$ cat config.mk
export PLATFORM = sky130hd
export DESIGN_NAME = snake_sprite_rom_arbiter_flat
export DESIGN_NICKNAME = d
export VERILOG_FILES = /design/src/rtl/snake_sprite_rom_arbiter_pkg.sv /design/src/rtl/snake_sprite_rom_arbiter_if.sv /design/src/rtl/snake_rr_arbiter.sv /design/src/rtl/snake_sprite_rom_arbiter.sv /design/src/flat_wrapper.sv
export SDC_FILE = /design/constraint.sdc
export NUM_CORES = 1
export LEC_CHECK = 0
export ABC_CLOCK_PERIOD_IN_PS = 3880
export BUFFER_PORTS_ARGS = -buffer_cell sky130_fd_sc_hd__buf_2
export CAP_MARGIN = 40
export CORE_MARGIN = 3
export CORE_UTILIZATION = 25
export CTS_BUF_LIST = sky130_fd_sc_hd__clkbuf_4
export CTS_CLUSTER_SIZE = 10
export DETAILED_ROUTE_END_ITERATION = 6
export SLEW_MARGIN = 30
export SYNTH_ARGS = -nofsm -noshare
export SYNTH_HDL_FRONTEND = slang
export SYNTH_SLANG_ARGS = --single-unit
$ cat constraint.sdc
create_clock -name clk -period 3.88 [get_ports clk]
set_input_delay 0.194 -clock clk [delete_from_list [all_inputs] [get_ports clk]]
set_output_delay 0.194 -clock clk [all_outputs]
set_load 0.1 [all_outputs]
$ cat src/rtl/snake_sprite_rom_arbiter_pkg.sv
// Shared constants and types for the snake sprite ROM arbiter.
package snake_sprite_pkg;

  localparam int unsigned SPRITE_ADDR_W  = 8;
  localparam int unsigned SPRITE_DATA_W  = 16;
  localparam int unsigned SPRITE_NUM_REQ = 4;

  typedef logic [SPRITE_NUM_REQ-1:0] req_onehot_t;
  typedef logic [SPRITE_DATA_W-1:0]  sprite_word_t;

endpackage

$ cat src/rtl/snake_sprite_rom_arbiter_if.sv
// Requester/ROM bus for the sprite ROM arbiter.
// Host write signals exist only when SNAKE_SPRITE_HOST_WRITE_EN is defined.
interface snake_sprite_rom_arbiter_if import snake_sprite_pkg::*; #(
  parameter int unsigned NUM_REQ = SPRITE_NUM_REQ,
  parameter int unsigned ADDR_W  = SPRITE_ADDR_W,
  parameter int unsigned DATA_W  = SPRITE_DATA_W
);
  localparam int unsigned BE_W = DATA_W / 8;

  logic [NUM_REQ-1:0]        req_valid;
  logic [NUM_REQ*ADDR_W-1:0] req_addr;
  logic [NUM_REQ-1:0]        req_ready;
  logic [NUM_REQ-1:0]        rsp_valid;
  logic [DATA_W-1:0]         rsp_data;
  logic [ADDR_W-1:0]         rom_address;
  logic                      rom_chipselect;
  logic                      rom_clken;
  logic [DATA_W-1:0]         rom_readdata;
`ifdef SNAKE_SPRITE_HOST_WRITE_EN
  logic                      host_write;
  logic [ADDR_W-1:0]         host_address;
  logic [DATA_W-1:0]         host_writedata;
  logic [BE_W-1:0]           host_byteenable;
  logic                      host_waitrequest;
  logic                      rom_write;
  logic [DATA_W-1:0]         rom_writedata;
  logic [BE_W-1:0]           rom_byteenable;
  logic                      rom_debugaccess;

  modport slave (
    input  req_valid, req_addr, rom_readdata,
           host_write, host_address, host_writedata, host_byteenable,
    output req_ready, rsp_valid, rsp_data, rom_address, rom_chipselect, rom_clken,
           host_waitrequest, rom_write, rom_writedata, rom_byteenable, rom_debugaccess
  );
  modport master (
    output req_valid, req_addr, rom_readdata,
           host_write, host_address, host_writedata, host_byteenable,
    input  req_ready, rsp_valid, rsp_data, rom_address, rom_chipselect, rom_clken,
           host_waitrequest, rom_write, rom_writedata, rom_byteenable, rom_debugaccess
  );
`else
  modport slave (
    input  req_valid, req_addr, rom_readdata,
    output req_ready, rsp_valid, rsp_data, rom_address, rom_chipselect, rom_clken
  );
  modport master (
    output req_valid, req_addr, rom_readdata,
    input  req_ready, rsp_valid, rsp_data, rom_address, rom_chipselect, rom_clken
  );
`endif

endinterface

$ cat src/rtl/snake_rr_arbiter.sv
// Round-robin one-hot arbiter; pointer holds the index searched first and
// moves past the winner only when the grant is actually taken.
module snake_rr_arbiter import snake_sprite_pkg::*; #(
  parameter int unsigned NUM_REQ = SPRITE_NUM_REQ
) (
  input  logic               clk,
  input  logic               reset_n,
  input  logic [NUM_REQ-1:0] req,
  input  logic               advance,
  output logic [NUM_REQ-1:0] grant
);
  localparam int unsigned PtrW = $clog2(NUM_REQ);

  logic [PtrW-1:0] ptr_q, ptr_d, idx;
  logic            found;

  always_comb begin
    grant = '0;
    ptr_d = ptr_q;
    idx   = '0;
    found = 1'b0;
    for (int unsigned i = 0; i < NUM_REQ; i++) begin
      idx = PtrW'((32'(ptr_q) + i) % NUM_REQ);
      if (!found && req[idx]) begin
        found      = 1'b1;
        grant[idx] = 1'b1;
        ptr_d      = PtrW'((32'(idx) + 1) % NUM_REQ);
      end
    end
  end

  always_ff @(posedge clk or negedge reset_n) begin
    if (!reset_n) begin
      ptr_q <= '0;
    end else if (advance) begin
      ptr_q <= ptr_d;
    end
  end

endmodule

$ cat src/rtl/snake_sprite_rom_arbiter.sv
// Shares one single-port sprite ROM among NUM_REQ readers with fixed 2-cycle
// one-hot tagged responses. Define SNAKE_SPRITE_HOST_WRITE_EN for the host write path.
module snake_sprite_rom_arbiter import snake_sprite_pkg::*; #(
  parameter int unsigned NUM_REQ = SPRITE_NUM_REQ,
  parameter int unsigned ADDR_W  = SPRITE_ADDR_W,
  parameter int unsigned DATA_W  = SPRITE_DATA_W
) (
  input logic                      clk,
  input logic                      reset_n,
  snake_sprite_rom_arbiter_if.slave bus
);
  // Goes high one cycle after reset release; gates grants and drives clken.
  logic               active_q;
  logic [NUM_REQ-1:0] arb_req, grant, tag1_q, tag2_q;
  logic               rd_grant, host_grant, chipselect;
  logic [ADDR_W-1:0]  grant_addr, rom_addr, addr_hold_q;
  logic [DATA_W-1:0]  rsp_data_q;

`ifdef SNAKE_SPRITE_HOST_WRITE_EN
  logic host_won_q;

  // Host wins unless it also won last cycle while readers are waiting.
  assign host_grant = active_q & bus.host_write & ~(host_won_q & (|bus.req_valid));

  always_ff @(posedge clk or negedge reset_n) begin
    if (!reset_n) begin
      host_won_q <= 1'b0;
    end else begin
      host_won_q <= host_grant;
    end
  end

  assign bus.host_waitrequest = bus.host_write & ~host_grant;
  assign bus.rom_write        = host_grant;
  assign bus.rom_debugaccess  = host_grant;
  assign bus.rom_writedata    = bus.host_writedata;
  assign bus.rom_byteenable   = bus.host_byteenable;
`else
  assign host_grant = 1'b0;
`endif

  assign arb_req  = (active_q && !host_grant) ? bus.req_valid : '0;
  assign rd_grant = |grant;

  snake_rr_arbiter #(
    .NUM_REQ (NUM_REQ)
  ) u_rr_arbiter (
    .clk     (clk),
    .reset_n (reset_n),
    .req     (arb_req),
    .advance (rd_grant),
    .grant   (grant)
  );

  always_comb begin
    grant_addr = '0;
    for (int unsigned i = 0; i < NUM_REQ; i++) begin
      if (grant[i]) grant_addr = bus.req_addr[i*ADDR_W +: ADDR_W];
    end
  end

  always_comb begin
    rom_addr = addr_hold_q;
    if (rd_grant) rom_addr = grant_addr;
`ifdef SNAKE_SPRITE_HOST_WRITE_EN
    if (host_grant) rom_addr = bus.host_address;
`endif
  end

  assign chipselect = rd_grant | host_grant;

  always_ff @(posedge clk or negedge reset_n) begin
    if (!reset_n) begin
      active_q    <= 1'b0;
      addr_hold_q <= '0;
      tag1_q      <= '0;
      tag2_q      <= '0;
      rsp_data_q  <= '0;
    end else begin
      active_q <= 1'b1;
      tag1_q   <= grant;
      tag2_q   <= tag1_q;
      if (chipselect) addr_hold_q <= rom_addr;
      // ROM q is valid the cycle after the access; capture it with its tag.
      if (|tag1_q) rsp_data_q <= bus.rom_readdata;
    end
  end

  assign bus.req_ready      = grant;
  assign bus.rsp_valid      = tag2_q;
  assign bus.rsp_data       = rsp_data_q;
  assign bus.rom_address    = rom_addr;
  assign bus.rom_chipselect = chipselect;
  assign bus.rom_clken      = active_q;

endmodule

$ cat src/flat_wrapper.sv
// flat-port wrapper written by rule: the top's interface ports become plain ports
module snake_sprite_rom_arbiter_flat import snake_sprite_pkg::*;
#(
  parameter int unsigned NUM_REQ = SPRITE_NUM_REQ,
  parameter int unsigned ADDR_W  = SPRITE_ADDR_W,
  parameter int unsigned DATA_W  = SPRITE_DATA_W
)
  (clk, reset_n, bus_req_valid, bus_req_addr, bus_rom_readdata, bus_req_ready, bus_rsp_valid, bus_rsp_data, bus_rom_address, bus_rom_chipselect, bus_rom_clken);
  snake_sprite_rom_arbiter_if #(.NUM_REQ(NUM_REQ), .ADDR_W(ADDR_W), .DATA_W(DATA_W)) bus_i ();
  input logic clk;
  input logic reset_n;
  input wire logic [$bits(bus_i.req_valid)-1:0] bus_req_valid;
  input wire logic [$bits(bus_i.req_addr)-1:0] bus_req_addr;
  input wire logic [$bits(bus_i.rom_readdata)-1:0] bus_rom_readdata;
  output wire logic [$bits(bus_i.req_ready)-1:0] bus_req_ready;
  output wire logic [$bits(bus_i.rsp_valid)-1:0] bus_rsp_valid;
  output wire logic [$bits(bus_i.rsp_data)-1:0] bus_rsp_data;
  output wire logic [$bits(bus_i.rom_address)-1:0] bus_rom_address;
  output wire logic [$bits(bus_i.rom_chipselect)-1:0] bus_rom_chipselect;
  output wire logic [$bits(bus_i.rom_clken)-1:0] bus_rom_clken;
  assign bus_i.req_valid = bus_req_valid;
  assign bus_i.req_addr = bus_req_addr;
  assign bus_i.rom_readdata = bus_rom_readdata;
  assign bus_req_ready = bus_i.req_ready;
  assign bus_rsp_valid = bus_i.rsp_valid;
  assign bus_rsp_data = bus_i.rsp_data;
  assign bus_rom_address = bus_i.rom_address;
  assign bus_rom_chipselect = bus_i.rom_chipselect;
  assign bus_rom_clken = bus_i.rom_clken;
  snake_sprite_rom_arbiter #(.NUM_REQ(NUM_REQ), .ADDR_W(ADDR_W), .DATA_W(DATA_W)) u_core (.clk(clk), .reset_n(reset_n), .bus(bus_i));
endmodule
==> impl_metrics.toml <==
[sta]
rsz0062_at_grt = "no"
min_period_ps = 3720
finalSetupTns_ps = 0
slew-limit-headroom = 0.599
finalMaxSlewViolations = 0
finalHoldViolCount = 0
worst_pin_slew_ps = 597
finalSetupViolCount = 0
finalCritPeriodShare = 0.959
max_freq_mhz = 269
fin_skew_ps = 4.72

[detailed_routing]
vias = 1981
firstDrtPassIters = 4
wl_um = 6340
viasPerCell = 4.92
wl_per_cell_um = 15.7
drc = 0
detail-route-antenna-nets = 0
drt_iter0_markers = 57

[floorplan]
die_w_um = 97.8
fp-row-count = 32
die-area_mm2 = 0.00956
ios = 88
core-area_mm2 = 0.00797
start_util = 0.264
die_h_um = 97.8

[logic_synthesis]
netlist_area_mm2 = 0.00211
synth_async_sr_flop_share = 1.00
syn_nets = 258
yosys_warnings = 0
ys_types = 41
seq_area_frac_synth = 0.416
ys_seq_elements = 35
syn_avg_cell_area_um2 = 10.7
synth_ff_type = "dfrtp_1"
synth-edff-count = 0
syn_inst = 196

[clocking]
numClockSinks = 35
cts-root-buf = "clkbuf_4"
clkTransAtPathRegs_ps = 100
cts_made_buffers = 5
cts_max_path_buffers = 2
cts_tree = "built"
ctsHtreeMaxLevel = 2
clkLatencyLatePin_ps = 330

[global_route]
grt_start_max_net_pins = 36
grt_usage = 0.130
gr-total-overflow = 0
grt_pass1_wl_um = 10100
antenna_found_initial = 0
grt_pass1_vias = 2046

[worst_setup_path]
startpoint_type = "flop"
worst_setup_path_end_kind = "output pin"
required_ps = 3690
cp_data_arrival_time_ps = 3530
path_class = "flop to output pin"
cp_max_fo = 11

[final_layout]
fillers = 794
fin_nets = 363
diodes = 0
drive_gt1_frac = 0.518
syn_to_final_growth_pct = 48.8

[hold_path]
hold_path.class = "input pin to flop"

[status]
outcome = "finished clean"

[place]
io_buffers = 87
post-dp-hpwl_um = 4940
gp_congestion = 0.827

[run]
maxCapViolations = 0
-- layout make-up --
| class | instances | area (um2) | area share |
|---|---|---|---|
| Tap cell | 102 | 128 | 0.0407 |
| Sequential cell | 35 | 880 | 0.281 |
| Clock inverter | 2 | 8.76 | 0.00279 |
| Timing Repair Buffer | 106 | 726 | 0.232 |
| Clock buffer | 5 | 37.5 | 0.0120 |
| Multi-Input combinational cell | 128 | 1250 | 0.398 |
| Inverter | 25 | 109 | 0.0347 |
-- sequential cells by signal (all words and copies together), names as in the netlist --
signal	count
u_core.bus.rsp_valid	4
u_core.tag1_q	4
u_core.bus.rsp_data	16
u_core.u_rr_arbiter.ptr_q	2
u_core.bus.rom_clken	1
u_core.addr_hold_q	8
-- path summary, 6_finish.rpt --
check,startpoint,end,slack [ps],cells past startpoint
max,u_core.u_rr_arbiter.ptr_q[1],bus_rom_address[0],160,11
min,bus_rom_readdata[0],u_core.bus.rsp_data[0],90,2
max reg2reg,u_core.u_rr_arbiter.ptr_q[1],u_core.addr_hold_q[4],810,9
min reg2reg,u_core.tag1_q[0],u_core.bus.rsp_valid[0],400,0
max in group asynchronous,reset_n,u_core.bus.rom_clken,3180,3
min in group asynchronous,reset_n,u_core.bus.rsp_data[6],260,2
-- stage by stage --
step / util / worst slack (ps) / hold WS [ps] / cells / instance area [um2]
final: 0.393 / 159 / 86.0 / 403 / 3130
after floorplan: - / 44.3 / -102 / 196 / 2290
after detailed placement: 0.376 / 212 / 332 / 389 / 2990
after global routing: 0.393 / 7.58 / 70.2 / 403 / 3130
after global placement: 0.376 / 322 / 338 / 389 / 2990
after CTS: 0.387 / 6.05 / 70.4 / 400 / 3090
-- Yosys cell counts (4+ instances only) --
master,count,area share
ha_1,8,0.048
nor3_1,4,0.0095
mux2_2,16,0.086
dfrtp_1,35,0.42
a311oi_1,8,0.033
nand2_1,13,0.023
o21ai_0,9,0.021
o221ai_1,18,0.075
a31oi_1,8,0.024
mux2i_1,4,0.019
inv_1,23,0.041
clkbuf_1,4,0.0071
-- timing repair --
item,CTS,global route
gates resized for setup,2,3
pin swaps,1,1
gates cloned,0,0
hold buffers,1,0
setup buffers,3,2
setup endpoints to repair,9,9
hold endpoints to repair,35,0
-- worst max-delay path: stages (launching register included) --
cell and delay (ps):
dfrtp_2 390, inv_1 130, ha_4 330, mux4_2 550, and3_4 210, mux2i_4 140
and3_4 260, inv_12 40, or4_4 550, buf_12 180, o221ai_4 220, buf_12 210
-- cells by family after synthesis --
| logic type | share of synthesized area |
|---|---|
| AO/OA/AOI/OAI | 0.209 |
| XOR/XNOR | 0.00416 |
| adder cells (fa/ha/maj) | 0.0475 |
| buffers and inverters | 0.0743 |
| flip-flops | 0.416 |
| multiplexers | 0.126 |
| other | 0.00178 |
| AND/OR/NAND/NOR | 0.121 |
-- cell usage in the layout, fill, tap and decap left out, types with 4 or more instances in the layout --
master    Yosys  routed
a311oi_1      8       7
a31oi_1       8       8
buf_12        0      10
buf_2         0      79
buf_4         1      16
clkbuf_4      0       5
dfrtp_1      35      32
ha_1          8       7
inv_1        23      22
mux2_2       16      16
mux2i_1       4       4
nand2_1      13      12
nor3_1        4       4
o21ai_0       9       9
o221ai_1     18      10
o221ai_4      0       8
-- metal layers --
metal | vias up | wire (um) | GRT usage
li1 | 952 | - | -
met1 | 951 | 2730 | 0.164
met2 | 72 | 3160 | 0.229
met3 | 6 | 394 | 0.0307
met4 | 0 | 55 | 0.0256
met5 | - | 0 | 0
Power is left out: the tool's default activity adds up to more than one toggle a clock period on the data nets, which glitch-free logic cannot reach.
